<file path="src/rtl/ps2_host_tx_if.sv">
// ps2_host_tx_if: command handshake and open-drain pin signals between a host controller and the PS/2 transmitter
interface ps2_host_tx_if;
  logic       i_tx_start;
  logic [7:0] i_tx_data;
  logic       i_ps2_clk_in;
  logic       i_ps2_dat_in;
  logic       o_ps2_clk_oe;
  logic       o_ps2_dat_oe;
  logic       o_tx_busy;
  logic       o_tx_done;
  logic       o_tx_error;
  modport slave (
    input  i_tx_start, i_tx_data, i_ps2_clk_in, i_ps2_dat_in,
    output o_ps2_clk_oe, o_ps2_dat_oe, o_tx_busy, o_tx_done, o_tx_error
  );
  modport master (
    output i_tx_start, i_tx_data, i_ps2_clk_in, i_ps2_dat_in,
    input  o_ps2_clk_oe, o_ps2_dat_oe, o_tx_busy, o_tx_done, o_tx_error
  );
endinterface

</file>
<file path="src/rtl/ps2_host_tx.sv">
// ps2_host_tx: host-to-device PS/2 transmitter driving the shared open-drain pins through pull-low enables
module ps2_host_tx #(
  parameter int INHIBIT_CYCLES = 5000,
  parameter int TIMEOUT_CYCLES = 750000,
  parameter int FILTER_CYCLES  = 8
) (
  input logic CLOCK_50,
  input logic rst,
  ps2_host_tx_if.slave bus
);
  typedef enum logic [2:0] {IDLE, INHIBIT, RTS, SEND, ACK, WAIT_IDLE, ERR} state_t;
  state_t      r_state, w_state_n;
  logic [1:0]  r_clk_s, r_dat_s;
  logic        r_clk_f, r_clk_q, r_dat_oe, w_dat_oe_n;
  logic [7:0]  r_fcnt;
  logic [19:0] r_timer, w_timer_n;
  logic [3:0]  r_bitcnt, w_bitcnt_n;
  logic [9:0]  r_shift, w_shift_n;
  logic        w_fall, w_timeout, w_done;
  assign w_fall    = r_clk_q & ~r_clk_f;
  assign w_timeout = r_timer == 20'(TIMEOUT_CYCLES - 1);
  assign w_done    = r_state == WAIT_IDLE && !w_timeout && r_clk_f && r_dat_s[1];
  assign bus.o_ps2_clk_oe = ~rst & (r_state == INHIBIT || r_state == RTS);
  assign bus.o_ps2_dat_oe = ~rst & r_dat_oe;
  assign bus.o_tx_busy    = ~rst & r_state != IDLE && r_state != ERR && !w_done;
  assign bus.o_tx_done    = ~rst & w_done;
  assign bus.o_tx_error   = ~rst & r_state == ERR;
  // Synchronize both pins and require a stable run before the filtered clock may change
  always_ff @(posedge CLOCK_50) begin
    if (rst) begin
      r_clk_s <= 2'b11;
      r_dat_s <= 2'b11;
      r_clk_f <= 1'b1;
      r_clk_q <= 1'b1;
      r_fcnt  <= '0;
    end else begin
      r_clk_s <= {r_clk_s[0], bus.i_ps2_clk_in};
      r_dat_s <= {r_dat_s[0], bus.i_ps2_dat_in};
      r_clk_q <= r_clk_f;
      r_fcnt  <= (r_clk_s[1] == r_clk_f || r_fcnt == 8'(FILTER_CYCLES - 1)) ? '0 : r_fcnt + 8'd1;
      if (r_clk_s[1] != r_clk_f && r_fcnt == 8'(FILTER_CYCLES - 1)) r_clk_f <= r_clk_s[1];
    end
  end
  // Frame state and datapath registers
  always_ff @(posedge CLOCK_50) begin
    if (rst) begin
      r_state  <= IDLE;
      r_timer  <= '0;
      r_bitcnt <= '0;
      r_shift  <= '0;
      r_dat_oe <= 1'b0;
    end else begin
      r_state  <= w_state_n;
      r_timer  <= w_timer_n;
      r_bitcnt <= w_bitcnt_n;
      r_shift  <= w_shift_n;
      r_dat_oe <= w_dat_oe_n;
    end
  end
  // Next state: data line only moves on a filtered falling edge, the timeout beats a late ACK
  always_comb begin
    w_state_n  = r_state;
    w_timer_n  = r_timer;
    w_bitcnt_n = r_bitcnt;
    w_shift_n  = r_shift;
    w_dat_oe_n = r_dat_oe;
    case (r_state)
      IDLE: if (bus.i_tx_start) begin
        w_shift_n = {1'b1, ~^bus.i_tx_data, bus.i_tx_data};
        w_timer_n = '0;
        w_state_n = INHIBIT;
      end
      INHIBIT: if (r_timer == 20'(INHIBIT_CYCLES - 1)) begin
        w_dat_oe_n = 1'b1;
        w_state_n  = RTS;
      end else w_timer_n = r_timer + 20'd1;
      RTS: begin
        w_timer_n  = '0;
        w_bitcnt_n = '0;
        w_state_n  = SEND;
      end
      SEND: begin
        w_timer_n = r_timer + 20'd1;
        if (w_timeout) begin
          w_dat_oe_n = 1'b0;
          w_state_n  = ERR;
        end else if (w_fall) begin
          w_dat_oe_n = ~r_shift[r_bitcnt];
          w_bitcnt_n = r_bitcnt + 4'd1;
          w_state_n  = r_bitcnt == 4'd9 ? ACK : SEND;
        end
      end
      ACK: begin
        w_timer_n = r_timer + 20'd1;
        w_state_n = w_timeout ? ERR : w_fall ? (r_dat_s[1] ? ERR : WAIT_IDLE) : ACK;
      end
      WAIT_IDLE: begin
        w_timer_n = r_timer + 20'd1;
        w_state_n = w_timeout ? ERR : w_done ? IDLE : WAIT_IDLE;
      end
      ERR: begin
        w_dat_oe_n = 1'b0;
        w_state_n  = IDLE;
      end
      default: w_state_n = IDLE;
    endcase
  end
endmodule

</file>
<file path="src/flat_wrapper.sv">
// flat-port wrapper written by rule: the top's interface ports become plain ports
module ps2_host_tx_flat 
#(
  parameter int INHIBIT_CYCLES = 5000,
  parameter int TIMEOUT_CYCLES = 750000,
  parameter int FILTER_CYCLES  = 8
)
  (CLOCK_50, rst, bus_i_tx_start, bus_i_tx_data, bus_i_ps2_clk_in, bus_i_ps2_dat_in, bus_o_ps2_clk_oe, bus_o_ps2_dat_oe, bus_o_tx_busy, bus_o_tx_done, bus_o_tx_error);
  ps2_host_tx_if bus_i ();
  input logic CLOCK_50;
  input logic rst;
  input wire logic [$bits(bus_i.i_tx_start)-1:0] bus_i_tx_start;
  input wire logic [$bits(bus_i.i_tx_data)-1:0] bus_i_tx_data;
  input wire logic [$bits(bus_i.i_ps2_clk_in)-1:0] bus_i_ps2_clk_in;
  input wire logic [$bits(bus_i.i_ps2_dat_in)-1:0] bus_i_ps2_dat_in;
  output wire logic [$bits(bus_i.o_ps2_clk_oe)-1:0] bus_o_ps2_clk_oe;
  output wire logic [$bits(bus_i.o_ps2_dat_oe)-1:0] bus_o_ps2_dat_oe;
  output wire logic [$bits(bus_i.o_tx_busy)-1:0] bus_o_tx_busy;
  output wire logic [$bits(bus_i.o_tx_done)-1:0] bus_o_tx_done;
  output wire logic [$bits(bus_i.o_tx_error)-1:0] bus_o_tx_error;
  assign bus_i.i_tx_start = bus_i_tx_start;
  assign bus_i.i_tx_data = bus_i_tx_data;
  assign bus_i.i_ps2_clk_in = bus_i_ps2_clk_in;
  assign bus_i.i_ps2_dat_in = bus_i_ps2_dat_in;
  assign bus_o_ps2_clk_oe = bus_i.o_ps2_clk_oe;
  assign bus_o_ps2_dat_oe = bus_i.o_ps2_dat_oe;
  assign bus_o_tx_busy = bus_i.o_tx_busy;
  assign bus_o_tx_done = bus_i.o_tx_done;
  assign bus_o_tx_error = bus_i.o_tx_error;
  ps2_host_tx #(.INHIBIT_CYCLES(INHIBIT_CYCLES), .TIMEOUT_CYCLES(TIMEOUT_CYCLES), .FILTER_CYCLES(FILTER_CYCLES)) u_core (.CLOCK_50(CLOCK_50), .rst(rst), .bus(bus_i));
endmodule
</file>
<file path="config.mk">
export PLATFORM = sky130hd
export DESIGN_NAME = ps2_host_tx_flat
export DESIGN_NICKNAME = d
export VERILOG_FILES = /design/src/rtl/ps2_host_tx_if.sv /design/src/rtl/ps2_host_tx.sv /design/src/flat_wrapper.sv
export SDC_FILE = /design/constraint.sdc
export NUM_CORES = 1
export LEC_CHECK = 0
export ABC_AREA = 1
export ABC_CLOCK_PERIOD_IN_PS = 1900
export BUFFER_PORTS_ARGS = -buffer_cell sky130_fd_sc_hd__clkbuf_2
export CAP_MARGIN = 20
export CORE_MARGIN = 2
export CORE_UTILIZATION = 45
export CTS_CLUSTER_DIAMETER = 60
export CTS_CLUSTER_SIZE = 12
export DETAILED_ROUTE_END_ITERATION = 16
export GPL_TIMING_DRIVEN = 1
export PLACE_DENSITY = 0.64
export RECOVER_POWER = 50
export SLEW_MARGIN = 5
export SYNTH_ARGS = -nofsm -noshare
export SYNTH_HDL_FRONTEND = slang
export SYNTH_SLANG_ARGS = --single-unit
</file>
<file path="constraint.sdc">
create_clock -name CLOCK_50 -period 1.9 [get_ports CLOCK_50]
set_clock_uncertainty 0.15 [all_clocks]
set_input_delay 0.19 -clock CLOCK_50 [delete_from_list [all_inputs] [get_ports CLOCK_50]]
set_output_delay 0.19 -clock CLOCK_50 [all_outputs]
set_load 0.1 [all_outputs]
</file>
==> flow_metrics.env <==
export IMPL_fin_ws_ns=-0.0638
export IMPL_combinationalPowerShare=0.243
export IMPL_switching_share=0.322
export IMPL_synthArstFlopShare=0
export IMPL_gp_congestion=0.976
export IMPL_fin_area_um2=3920
export IMPL_overflow=0
export IMPL_synth_top_area_share=0.342
export IMPL_synth_area_leaders="dfxtp_1 34%, nand2_1 12%, nor2_1 9.0%, nand3_1 5.9%, inv_1 5.9%"
export IMPL_max_freq_ghz=0.509
export IMPL_yosysWarnings=0
export IMPL_drtIter0Drc=251
export IMPL_placed_cell_area_um2=3420
export IMPL_avgRoutedWirePerCell_um=13.1
export IMPL_fin_cells=602
export IMPL_drc=0
export IMPL_seq_area_frac_synth=0.342
export IMPL_hpwl_um=5530
export IMPL_period_share=1.03
export IMPL_reg2reg_depth=11
export IMPL_cp_data_arrival_time_ns=1.62
export IMPL_drv_cap=0
export IMPL_cp_data_required_time_ns=1.56
export IMPL_hold_class="input port to flip-flop"
export IMPL_areaGrowthSynthToFinish_pct=28.7
export IMPL_synth_cell_area_um2=3050
export IMPL_setup_violations=2
export IMPL_yosysMostFrequentCell="nand2_1"
export IMPL_die_area_um2=7450
export IMPL_synth_common_cells="99 x nand2_1, 73 x nor2_1, 52 x dfxtp_1"
export IMPL_numCtsBuffers=5
export IMPL_final_util=0.607
export IMPL_nets=541
export IMPL_hold_end="u_core.r_shift[3]"
export IMPL_h_tree_depth=2
export IMPL_p_seq_frac=0.456
export IMPL_powerDensity_nw_per_um2=670
export IMPL_setup_tns_final_ns=-0.0689
export IMPL_synthCells=462
export IMPL_via_per_inst=5.24
export IMPL_track_usage=0.219
export IMPL_drive_gt1_frac=0.272
export IMPL_power_switching_uw=845
export IMPL_hold_viol=0
export IMPL_grt_pass1_wl_um=13100
export IMPL_yosys_most_used_dff="dfxtp_1"
export IMPL_dr_pass1_iters=4
export IMPL_r2r_end="u_core.r_timer[17]"
export IMPL_slew_headroom=0.643
export IMPL_crit_fanout=2
export IMPL_core_area_um2=6460
export IMPL_clockRootBuffer="clkbuf_8"
export IMPL_p_int_mw=1.78
export IMPL_diodes=0
export IMPL_synth_nets=479
export IMPL_totalWireLength_um=7870
export IMPL_io_pins=18
export IMPL_clkPwrFrac=0.301
export IMPL_ir_worst_vdd_mv=0.462
export IMPL_clock_path_buffers=2
export IMPL_dp_cells=565
export IMPL_initial_core_util=0.472
export IMPL_synth_cell_types=40
export IMPL_clk_pin_slew_ns=0.10
export IMPL_drv_slew=0
export IMPL_outcome="finished with violations"
export IMPL_rsz0062_at_grt="yes"
export IMPL_grt_pass1_vias=2878
export IMPL_regToRegSetupSlack_ns=0.06
export IMPL_cp_start_kind="flip-flop"
export IMPL_ys_seq_elements=52
export IMPL_fin_crit_ns=1.96
export IMPL_violations="negative setup slack"
export IMPL_hold_depth=3
export IMPL_cts_tree="built"
export IMPL_path_class="flip-flop to primary output"
export IMPL_leakage_nw=1.58
export IMPL_clock_sinks=52
export IMPL_antenna_found_initial=0
export IMPL_endpoint_kind="primary output"
export IMPL_syn_avg_cell_area_um2=6.60
export IMPL_insertion_delay_ns=0.31
export IMPL_die_w_um=86.3
export IMPL_grt_max_degree=21
export IMPL_vias=3153
export IMPL_tightest_slew_ns=0.537
export IMPL_regToRegStartpoint="u_core.r_timer[7]"
export IMPL_hp_start="bus_i_tx_data[3]"
export IMPL_yosys_area_top_type="dfxtp_1"
export IMPL_die_y_um=86.3
export IMPL_rows=29
export IMPL_io_buffers=17
export IMPL_synth_edf_count=0
export IMPL_ant_nets=0
## worst max path at each step
stage / start / end / slack, ns / cells past startpoint
global placement: u_core.r_timer[0] / bus_o_tx_busy / 0.09 / 8
global route: u_core.r_timer[1] / bus_o_tx_busy / -0.16 / 8
detailed placement: u_core.r_timer[0] / bus_o_tx_busy / 0.07 / 8
finish: u_core.r_timer[1] / bus_o_tx_busy / -0.06 / 8
floorplan: u_core.r_state[1] / bus_o_tx_error / -0.29 / 4
CTS: u_core.r_timer[7] / bus_o_tx_busy / -0.07 / 9
## worst max-delay path: stages (launching register included)
cell and delay (ns):
dfxtp_4 0.37, ha_4 0.15, nand3_4 0.09, nor2_4 0.13, nand3_4 0.07, nand4_1 0.09
nand4_1 0.13, clkinvlp_4 0.12, buf_12 0.17
## registers in the layout, indices dropped and copies added, names as in the netlist
signal,flops
u_core.r_bitcnt,4
u_core.r_clk_f,1
u_core.r_clk_q,1
u_core.r_clk_s,2
u_core.r_dat_oe,1
u_core.r_dat_s,2
u_core.r_fcnt,8
u_core.r_shift,10
u_core.r_state,3
u_core.r_timer,20
## cell usage in the layout (no fill, tap or decap), drive strengths merged, types with 4 or more instances in the layout
| cell type | count |
|---|---|
| dfxtp | 52 |
| nand3 | 40 |
| dlygate4sd3 | 6 |
| nand4 | 14 |
| a21oi | 33 |
| buf | 45 |
| xor2 | 13 |
| o21ai | 19 |
| nor2 | 79 |
| clkbuf | 21 |
| nand2 | 104 |
| xnor2 | 6 |
| ha | 4 |
| inv | 58 |
| or2 | 9 |
| nor3 | 7 |
## power groups by stage
stage / Combinational, mW / Sequential, mW / Clock (mW)
global route: 0.702 / 1.21 / 0.846
CTS: 0.598 / 1.19 / 0.811
floorplan: 0.404 / 1.22 / 0
finish: 0.638 / 1.20 / 0.791
detailed placement: 0.566 / 1.23 / 0
global placement: 0.560 / 1.23 / 0
## final cells by class
cell class	count	area, µm²
well taps	77	96.3
clock buffers	6	72.6
inverters	59	230
repair buffers	66	557
flip-flops and latches	52	1090
fillers	610	2540
clock inverters	2	38.8
multi-input cells	340	1840
## per-layer routing
layer	vias to the layer above	wire, µm	GRT usage
met5	-	0	0
met1	1461	3570	0.294
met3	11	306	0.0295
met4	0	125	0.0753
li1	1605	-	-
met2	76	3860	0.363
## through the flow
step | power [mW] | setup slack (ns) | hold WS (ns)
2_1_floorplan | 1.62 | -0.289 | 0.144
3_3_place_gp | 1.79 | 0.0922 | 0.228
3_5_place_dp | 1.80 | 0.0713 | 0.228
4_1_cts | 2.60 | -0.0687 | 0.0119
5_1_grt | 2.75 | -0.163 | 0.0583
6_report | 2.63 | -0.0638 | 0.0343
## cells by family (layout without fill, tap and decap cells)
logic type / count (synthesis) / in the layout / synth area share
flip-flops: 52 / 52 / 0.342
AND/OR/NAND/NOR: 259 / 259 / 0.390
adder cells (fa/ha/maj): 4 / 4 / 0.0164
AO/OA/AOI/OAI: 58 / 58 / 0.105
XOR/XNOR: 19 / 19 / 0.0546
buffers and inverters: 70 / 133 / 0.0920
## what timing repair did
item,CTS,global route
gates cloned,0,2
endpoints found under the hold margin,6,0
pin swaps,7,8
hold buffers,6,0
resized for setup,33,30
buffers inserted,19,2
endpoints found under the setup margin,2,24
No activity file was read; power rests on OpenSTA's default activity.
